**src/rtl/rot_pkg.sv**
```systemverilog
// Shared definitions for the rotating-framebuffer scan sequencer.
//   rot_state_t : sequencer FSM states
//   coord_t     : signed 16-bit source coordinate (wraps, no saturation)
//   SIN_OFFSET  : sin(a) is read from the cosine table at a - SIN_OFFSET
//   COS_SCALE   : fixed-point scale of the cosine table entries
package rot_pkg;

  typedef enum logic [2:0] {
    ST_IDLE,
    ST_FETCH_COS,
    ST_FETCH_SIN,
    ST_FETCH_START,
    ST_WAIT_LINE,
    ST_RUN
  } rot_state_t;

  typedef logic signed [15:0] coord_t;

  localparam int SIN_OFFSET = 64;
  localparam int COS_SCALE  = 64;

  // Sign-extend an 8-bit table entry to coordinate width.
  function automatic coord_t sext8(input logic signed [7:0] x);
    return coord_t'(x);
  endfunction

endpackage

```
**src/rtl/rot_coord_stepper.sv**
```systemverilog
// Rotated source-coordinate walker.
//   load_row   : capture the frame start point into row_u/row_v
//   start_line : copy row_u/row_v into the pixel coordinates u/v
//   step_pix   : advance one pixel along the line (u+=cs, v+=sn)
//   step_row   : advance the row origin one line (row_u-=sn, row_v+=cs)
//   u, v       : current pixel coordinates
module rot_coord_stepper
  import rot_pkg::*;
(
  input  logic   clk,
  input  logic   rst,
  input  logic   load_row,
  input  coord_t row_u0,
  input  coord_t row_v0,
  input  logic   start_line,
  input  logic   step_pix,
  input  logic   step_row,
  input  coord_t cs,
  input  coord_t sn,
  output coord_t u,
  output coord_t v
);

  coord_t row_u, row_v;

  always_ff @(posedge clk) begin
    if (rst) begin
      row_u <= '0;
      row_v <= '0;
      u     <= '0;
      v     <= '0;
    end else begin
      if (load_row) begin
        row_u <= row_u0;
        row_v <= row_v0;
      end else if (step_row) begin
        row_u <= row_u - sn;
        row_v <= row_v + cs;
      end
      if (start_line) begin
        u <= row_u;
        v <= row_v;
      end else if (step_pix) begin
        u <= u + cs;
        v <= v + sn;
      end
    end
  end

endmodule

```
**src/rtl/rot_scan_sequencer.sv**
```systemverilog
// Per-frame / per-line scan sequencer for the rotating framebuffer.
// Fetches cos, sin (time-shared cosine port) and the start point for the
// current angle, then emits rotated source coordinates line by line on a
// valid/ready stream.
//   frame_start/line_start : control pulses
//   rot_en                 : advance angle by ANGLE_STEP after each setup
//   cos_ad/cos_rd          : cosine table port (combinational read)
//   sta_ad/sta_rd          : start table port, {u0, v0}
//   pix_valid/ready/u/v/last : pixel stream
//   angle, frame_done, line_overrun : status
module rot_scan_sequencer
  import rot_pkg::*;
#(
  parameter int         H_PIX      = 256,
  parameter int         V_LINES    = 256,
  parameter logic [7:0] ANGLE_STEP = 8'd1
) (
  input  logic        clk,
  input  logic        rst,
  input  logic        frame_start,
  input  logic        line_start,
  input  logic        rot_en,
  output logic [7:0]  cos_ad,
  input  logic [7:0]  cos_rd,
  output logic [7:0]  sta_ad,
  input  logic [31:0] sta_rd,
  output logic        pix_valid,
  input  logic        pix_ready,
  output logic [15:0] pix_u,
  output logic [15:0] pix_v,
  output logic        pix_last,
  output logic [7:0]  angle,
  output logic        frame_done,
  output logic        line_overrun
);

  localparam int PW = $clog2(H_PIX);
  localparam int LW = (V_LINES > 1) ? $clog2(V_LINES) : 1;

  rot_state_t    state, state_nx;
  logic [PW-1:0] pix_cnt;
  logic [LW-1:0] line_cnt;
  coord_t        cs, sn, u, v;
  logic          load_row, start_line, step_pix, step_row, cap_cs, cap_sn;
  logic          last_pix, last_line;

  assign last_pix  = (pix_cnt == PW'(H_PIX - 1));
  assign last_line = (line_cnt == LW'(V_LINES - 1));
  assign pix_u     = u;
  assign pix_v     = v;

  rot_coord_stepper u_stepper (
    .clk       (clk),
    .rst       (rst),
    .load_row  (load_row),
    .row_u0    (coord_t'(sta_rd[31:16])),
    .row_v0    (coord_t'(sta_rd[15:0])),
    .start_line(start_line),
    .step_pix  (step_pix),
    .step_row  (step_row),
    .cs        (cs),
    .sn        (sn),
    .u         (u),
    .v         (v)
  );

  // frame_start overrides every state and suppresses all datapath updates,
  // so an aborted frame leaves no trace beyond the restarted setup.
  always_comb begin
    state_nx   = state;
    cos_ad     = '0;
    sta_ad     = '0;
    load_row   = 1'b0;
    start_line = 1'b0;
    step_pix   = 1'b0;
    step_row   = 1'b0;
    cap_cs     = 1'b0;
    cap_sn     = 1'b0;
    pix_valid  = 1'b0;
    pix_last   = 1'b0;
    if (state == ST_RUN) begin
      pix_valid = 1'b1;
      pix_last  = last_pix;
    end
    if (frame_start) begin
      state_nx = ST_FETCH_COS;
    end else begin
      case (state)
        ST_FETCH_COS: begin
          cos_ad   = angle;
          cap_cs   = 1'b1;
          state_nx = ST_FETCH_SIN;
        end
        ST_FETCH_SIN: begin
          cos_ad   = angle - 8'(SIN_OFFSET);
          cap_sn   = 1'b1;
          state_nx = ST_FETCH_START;
        end
        ST_FETCH_START: begin
          sta_ad   = angle;
          load_row = 1'b1;
          state_nx = ST_WAIT_LINE;
        end
        ST_WAIT_LINE: begin
          if (line_start) begin
            start_line = 1'b1;
            state_nx   = ST_RUN;
          end
        end
        ST_RUN: begin
          if (pix_ready) begin
            step_pix = 1'b1;
            if (last_pix) begin
              step_row = 1'b1;
              state_nx = last_line ? ST_IDLE : ST_WAIT_LINE;
            end
          end
        end
        default: state_nx = ST_IDLE;
      endcase
    end
  end

  always_ff @(posedge clk) begin
    if (rst) begin
      state        <= ST_IDLE;
      angle        <= '0;
      cs           <= '0;
      sn           <= '0;
      pix_cnt      <= '0;
      line_cnt     <= '0;
      frame_done   <= 1'b0;
      line_overrun <= 1'b0;
    end else begin
      state      <= state_nx;
      frame_done <= 1'b0;
      if (state == ST_RUN && line_start)
        line_overrun <= 1'b1;
      if (cap_cs)
        cs <= sext8(cos_rd);
      if (cap_sn)
        sn <= sext8(cos_rd);
      // Fetched values belong to the pre-increment angle.
      if (load_row) begin
        line_cnt <= '0;
        if (rot_en)
          angle <= angle + ANGLE_STEP;
      end
      if (start_line)
        pix_cnt <= '0;
      else if (step_pix)
        pix_cnt <= pix_cnt + PW'(1);
      if (step_row) begin
        line_cnt <= line_cnt + LW'(1);
        if (last_line)
          frame_done <= 1'b1;
      end
    end
  end

endmodule

```
**config.mk**
```make
export PLATFORM = sky130hd
export DESIGN_NAME = rot_scan_sequencer
export DESIGN_NICKNAME = d
export VERILOG_FILES = /design/src/rtl/rot_pkg.sv /design/src/rtl/rot_coord_stepper.sv /design/src/rtl/rot_scan_sequencer.sv
export SDC_FILE = /design/constraint.sdc
export NUM_CORES = 1
export LEC_CHECK = 0
export ABC_AREA = 1
export CAP_MARGIN = 15
export CELL_PAD_IN_SITES_DETAIL_PLACEMENT = 0
export CELL_PAD_IN_SITES_GLOBAL_PLACEMENT = 1
export CORE_ASPECT_RATIO = 0.75
export CORE_UTILIZATION = 43
export DETAILED_ROUTE_END_ITERATION = 10
export PLACE_DENSITY = 0.9
export SYNTH_ARGS = -nofsm -noshare
export SYNTH_HDL_FRONTEND = slang
export SYNTH_SLANG_ARGS = --single-unit
```
**constraint.sdc**
```tcl
create_clock -name clk -period 5.1 [get_ports clk]
set_clock_uncertainty 0.05 [all_clocks]
set_input_delay 1.275 -clock clk [delete_from_list [all_inputs] [get_ports clk]]
set_output_delay 1.275 -clock clk [all_outputs]
set_load 0.01 [all_outputs]
```
==> results of run 1 <==
[routing by layer]
layer  vias to the layer above  global-route usage (%)  routed length [um]
li1                       4483                       -                   -
met1                      3778                    38.0               12700
met2                       217                    36.7                9640
met3                        13                    3.89                1260
met4                         0                    5.01                 212
met5                         -                       0                   0
[sequential cells by signal, summed over array words and instances (netlist names), 3 cells and up]
name	cells
u_stepper.row_u	16
u_stepper.row_v	16
u_stepper.u	16
u_stepper.v	16
angle	8
cs	8
line_cnt	8
pix_cnt	8
sn	8
state	3
[cell usage in the layout (no fill, tap or decap), types with 5 or more instances in the layout]
cell type	instances
or2_2	7
nor2_2	13
buf_4	8
a21oi_2	7
clkdlybuf4s50_1	104
nand3b_1	7
ha_1	63
nor2_1	110
nand3_1	89
xor2_1	21
inv_1	168
and2_1	6
nor3_1	20
nand2_1	412
clkbuf_16	9
inv_2	9
o21ai_0	72
xnor2_1	5
dfxtp_1	109
a31oi_1	15
a21oi_1	129
nand2_2	11
[kinds of logic (layout without fill, tap and decap cells)]
family | Yosys count | after routing | share of synthesized area (%)
AND/OR/NAND/NOR | 692 | 692 | 35.5
adder cells (fa/ha/maj) | 67 | 67 | 10.5
AO/OA/AOI/OAI | 229 | 229 | 14.6
XOR/XNOR | 26 | 26 | 2.75
buffers and inverters | 215 | 308 | 10.4
flip-flops | 109 | 109 | 26.3
[power groups by stage]
stage | clock (mW) | combinational [mW] | sequential, mW
after floorplan | 0 | 0.156 | 0.887
after global placement | 0 | 0.230 | 0.893
after detailed placement | 0 | 0.232 | 0.894
after CTS | 0.742 | 0.233 | 0.873
after global routing | 0.774 | 0.270 | 0.875
final | 0.722 | 0.237 | 0.874
[final cells by class]
class	instances	area (sq um)	share of cell area, %
Timing Repair Buffer	114	1130	11.5
Clock inverter	7	75.1	0.762
Tap cell	247	309	3.14
Clock buffer	9	225	2.29
Inverter	178	671	6.81
Sequential cell	109	2180	22.2
Multi-Input combinational cell	1014	5250	53.3
[worst reg2reg max path, delay by kind of cell, from the launching register on]
| family | cells | cell delay (ps) |
|---|---|---|
| flops | 1 | 750 |
| simple gates | 7 | 540 |
| fa+ha+maj | 1 | 460 |
| buf+inv | 2 | 440 |
| compound gates | 2 | 240 |
[worst max path at each step]
| stage | to | start | cells after the start | slack, ps |
|---|---|---|---|---|
| after floorplan | sta_ad[0] | frame_start | 4 | 1890 |
| after global placement | sta_ad[6] | frame_start | 7 | 740 |
| after detailed placement | sta_ad[7] | frame_start | 7 | 720 |
| after CTS | sta_ad[0] | frame_start | 7 | 720 |
| after global routing | sta_ad[0] | frame_start | 7 | 600 |
| final | sta_ad[7] | frame_start | 7 | 710 |
==> impl_metrics.json, run 1 <==
{
  "clkLatencyLatePin_ps": 370,
  "final_area_sq_um": 9850,
  "synth_top_area_share_pct": 26.3,
  "r2r_setup_slack_ps": 2470,
  "tightest_slew_ps": 833,
  "grt_max_degree": 59,
  "syn_nets": 1451,
  "yosys_register_bits": 109,
  "vdd_drop_max_mv": 0.152,
  "synth_edf_count": 0,
  "critPathBufInv": 5,
  "finalCriticalPeriod_ps": 4390,
  "maxCapViolCount": 0,
  "hold_viol_final": 0,
  "antenna_found_initial": 0,
  "drt-total-wl_um": 23900,
  "grt.overflow.total": 0,
  "timing.final.ws_setup_ps": 709,
  "synth_commonest_cells": "nand2_1, inv_1, a21oi_1",
  "fin_hold_ws_ps": 432,
  "dp.final_hpwl_um": 18400,
  "synth_cells": 1338,
  "final.setup.tns_ps": 0,
  "p_leak_nw": 4.61,
  "cp_max_fo": 22,
  "cts_resized": 0,
  "setup.worst_path.start_class": "primary input",
  "cpLargestDelayFamily": "buffers and inverters",
  "power.internal_mw": 1.31,
  "syn_to_final_growth_pct": 18.7,
  "final_core_util_pct": 52.7,
  "min_period_over_period_pct": 86.1,
  "seqPwrFrac_pct": 47.7,
  "min_path_type": "reg2reg",
  "fillers": 1891,
  "post-place-ws_ps": 719,
  "hold_end": "line_cnt[3]",
  "crit_arrival_ps": 3070,
  "die_h_um": 122,
  "yosysTopAreaCell": "dfxtp_1",
  "critical-path-max-stage-delay_ps": 540,
  "ff2ff_path_depth": 12,
  "grtUsageTotal_pct": 25.0,
  "insertedDiodeCount": 0,
  "rsz0062_at_grt": "no",
  "cts_sinks": 109,
  "clkTransAtPathRegs_ps": 80,
  "io_buffers": 105,
  "vias": 8491,
  "boundaryPins": 106,
  "via_per_inst": 5.06,
  "drc": 0,
  "ys.flop_type": "dfxtp_1",
  "switching_share_pct": 28.6,
  "crit_chain": "clkdlybuf4s50_1, buf_4, nor2_2, buf_4, inv_2, nor2_1, clkdlybuf4s50_1",
  "power_mw": 1.83,
  "setup_violations": 0,
  "cts_tree": "done",
  "slowest_stage": "clkdlybuf4s50_1",
  "rows": 43,
  "cts_made_buffers": 9,
  "slew_violations": 0,
  "initial_core_util_pct": 44.4,
  "instances_no_fill": 1678,
  "dp.cells": 1661,
  "first_pass_iters": 5,
  "hold_depth": 2,
  "h-tree-depth": 3,
  "powerDensity_nw_per_um2": 186,
  "die_area_sq_um": 19900,
  "rr_endpoint": "u_stepper.row_u[15]",
  "timing.fmax_ghz": 0.228,
  "yosys-top-cells-area": "dfxtp_1, nand2_1, ha_1",
  "worstSetupEndpointType": "primary output",
  "min_from": "line_cnt[3]",
  "pwr-share-clk_pct": 39.4,
  "place_area_sq_um": 9520,
  "yosys.cell_count.top_type": "nand2_1",
  "cts_setup_buffers": 0,
  "nets": 1539,
  "ys_warn_count": 0,
  "synthArstFlopShare_pct": 0,
  "ctsHoldBuffers": 0,
  "p_switching_mw": 0.523,
  "drtIter0Drc": 679,
  "drive_above_1_share_pct": 5.73,
  "cts-root-buf": "clkbuf_16",
  "yosysSeqAreaShare_pct": 26.3,
  "syn_area_per_cell_sq_um": 6.20,
  "ant_nets": 0,
  "grt_pass1_vias": 7596,
  "routabilityCongestion": 0.899,
  "synth_cell_types": 37,
  "grt_pass1_wl_um": 38900,
  "wl_per_cell_um": 14.2,
  "path_class": "in2out",
  "crit_required_ps": 3770,
  "pwr-share-comb_pct": 12.9,
  "coreArea_sq_um": 18700,
  "netlist_area_sq_um": 8290,
  "r2r_start": "sn[7]",
  "status": "finished clean",
  "clock_path_buffers": 2,
  "max_slew_margin_pct": 44.4,
  "die_w_um": 162
}
Note: power is estimated with default switching activity, not from simulation.
==> run 2, diff against run 1 <==
- CTS_BUF_LIST: not set -> sky130_fd_sc_hd__clkbuf_8 sky130_fd_sc_hd__clkbuf_16
==> results of run 2 <==
Same layout as run 1: the final DEF is identical, and so are final timing and power.
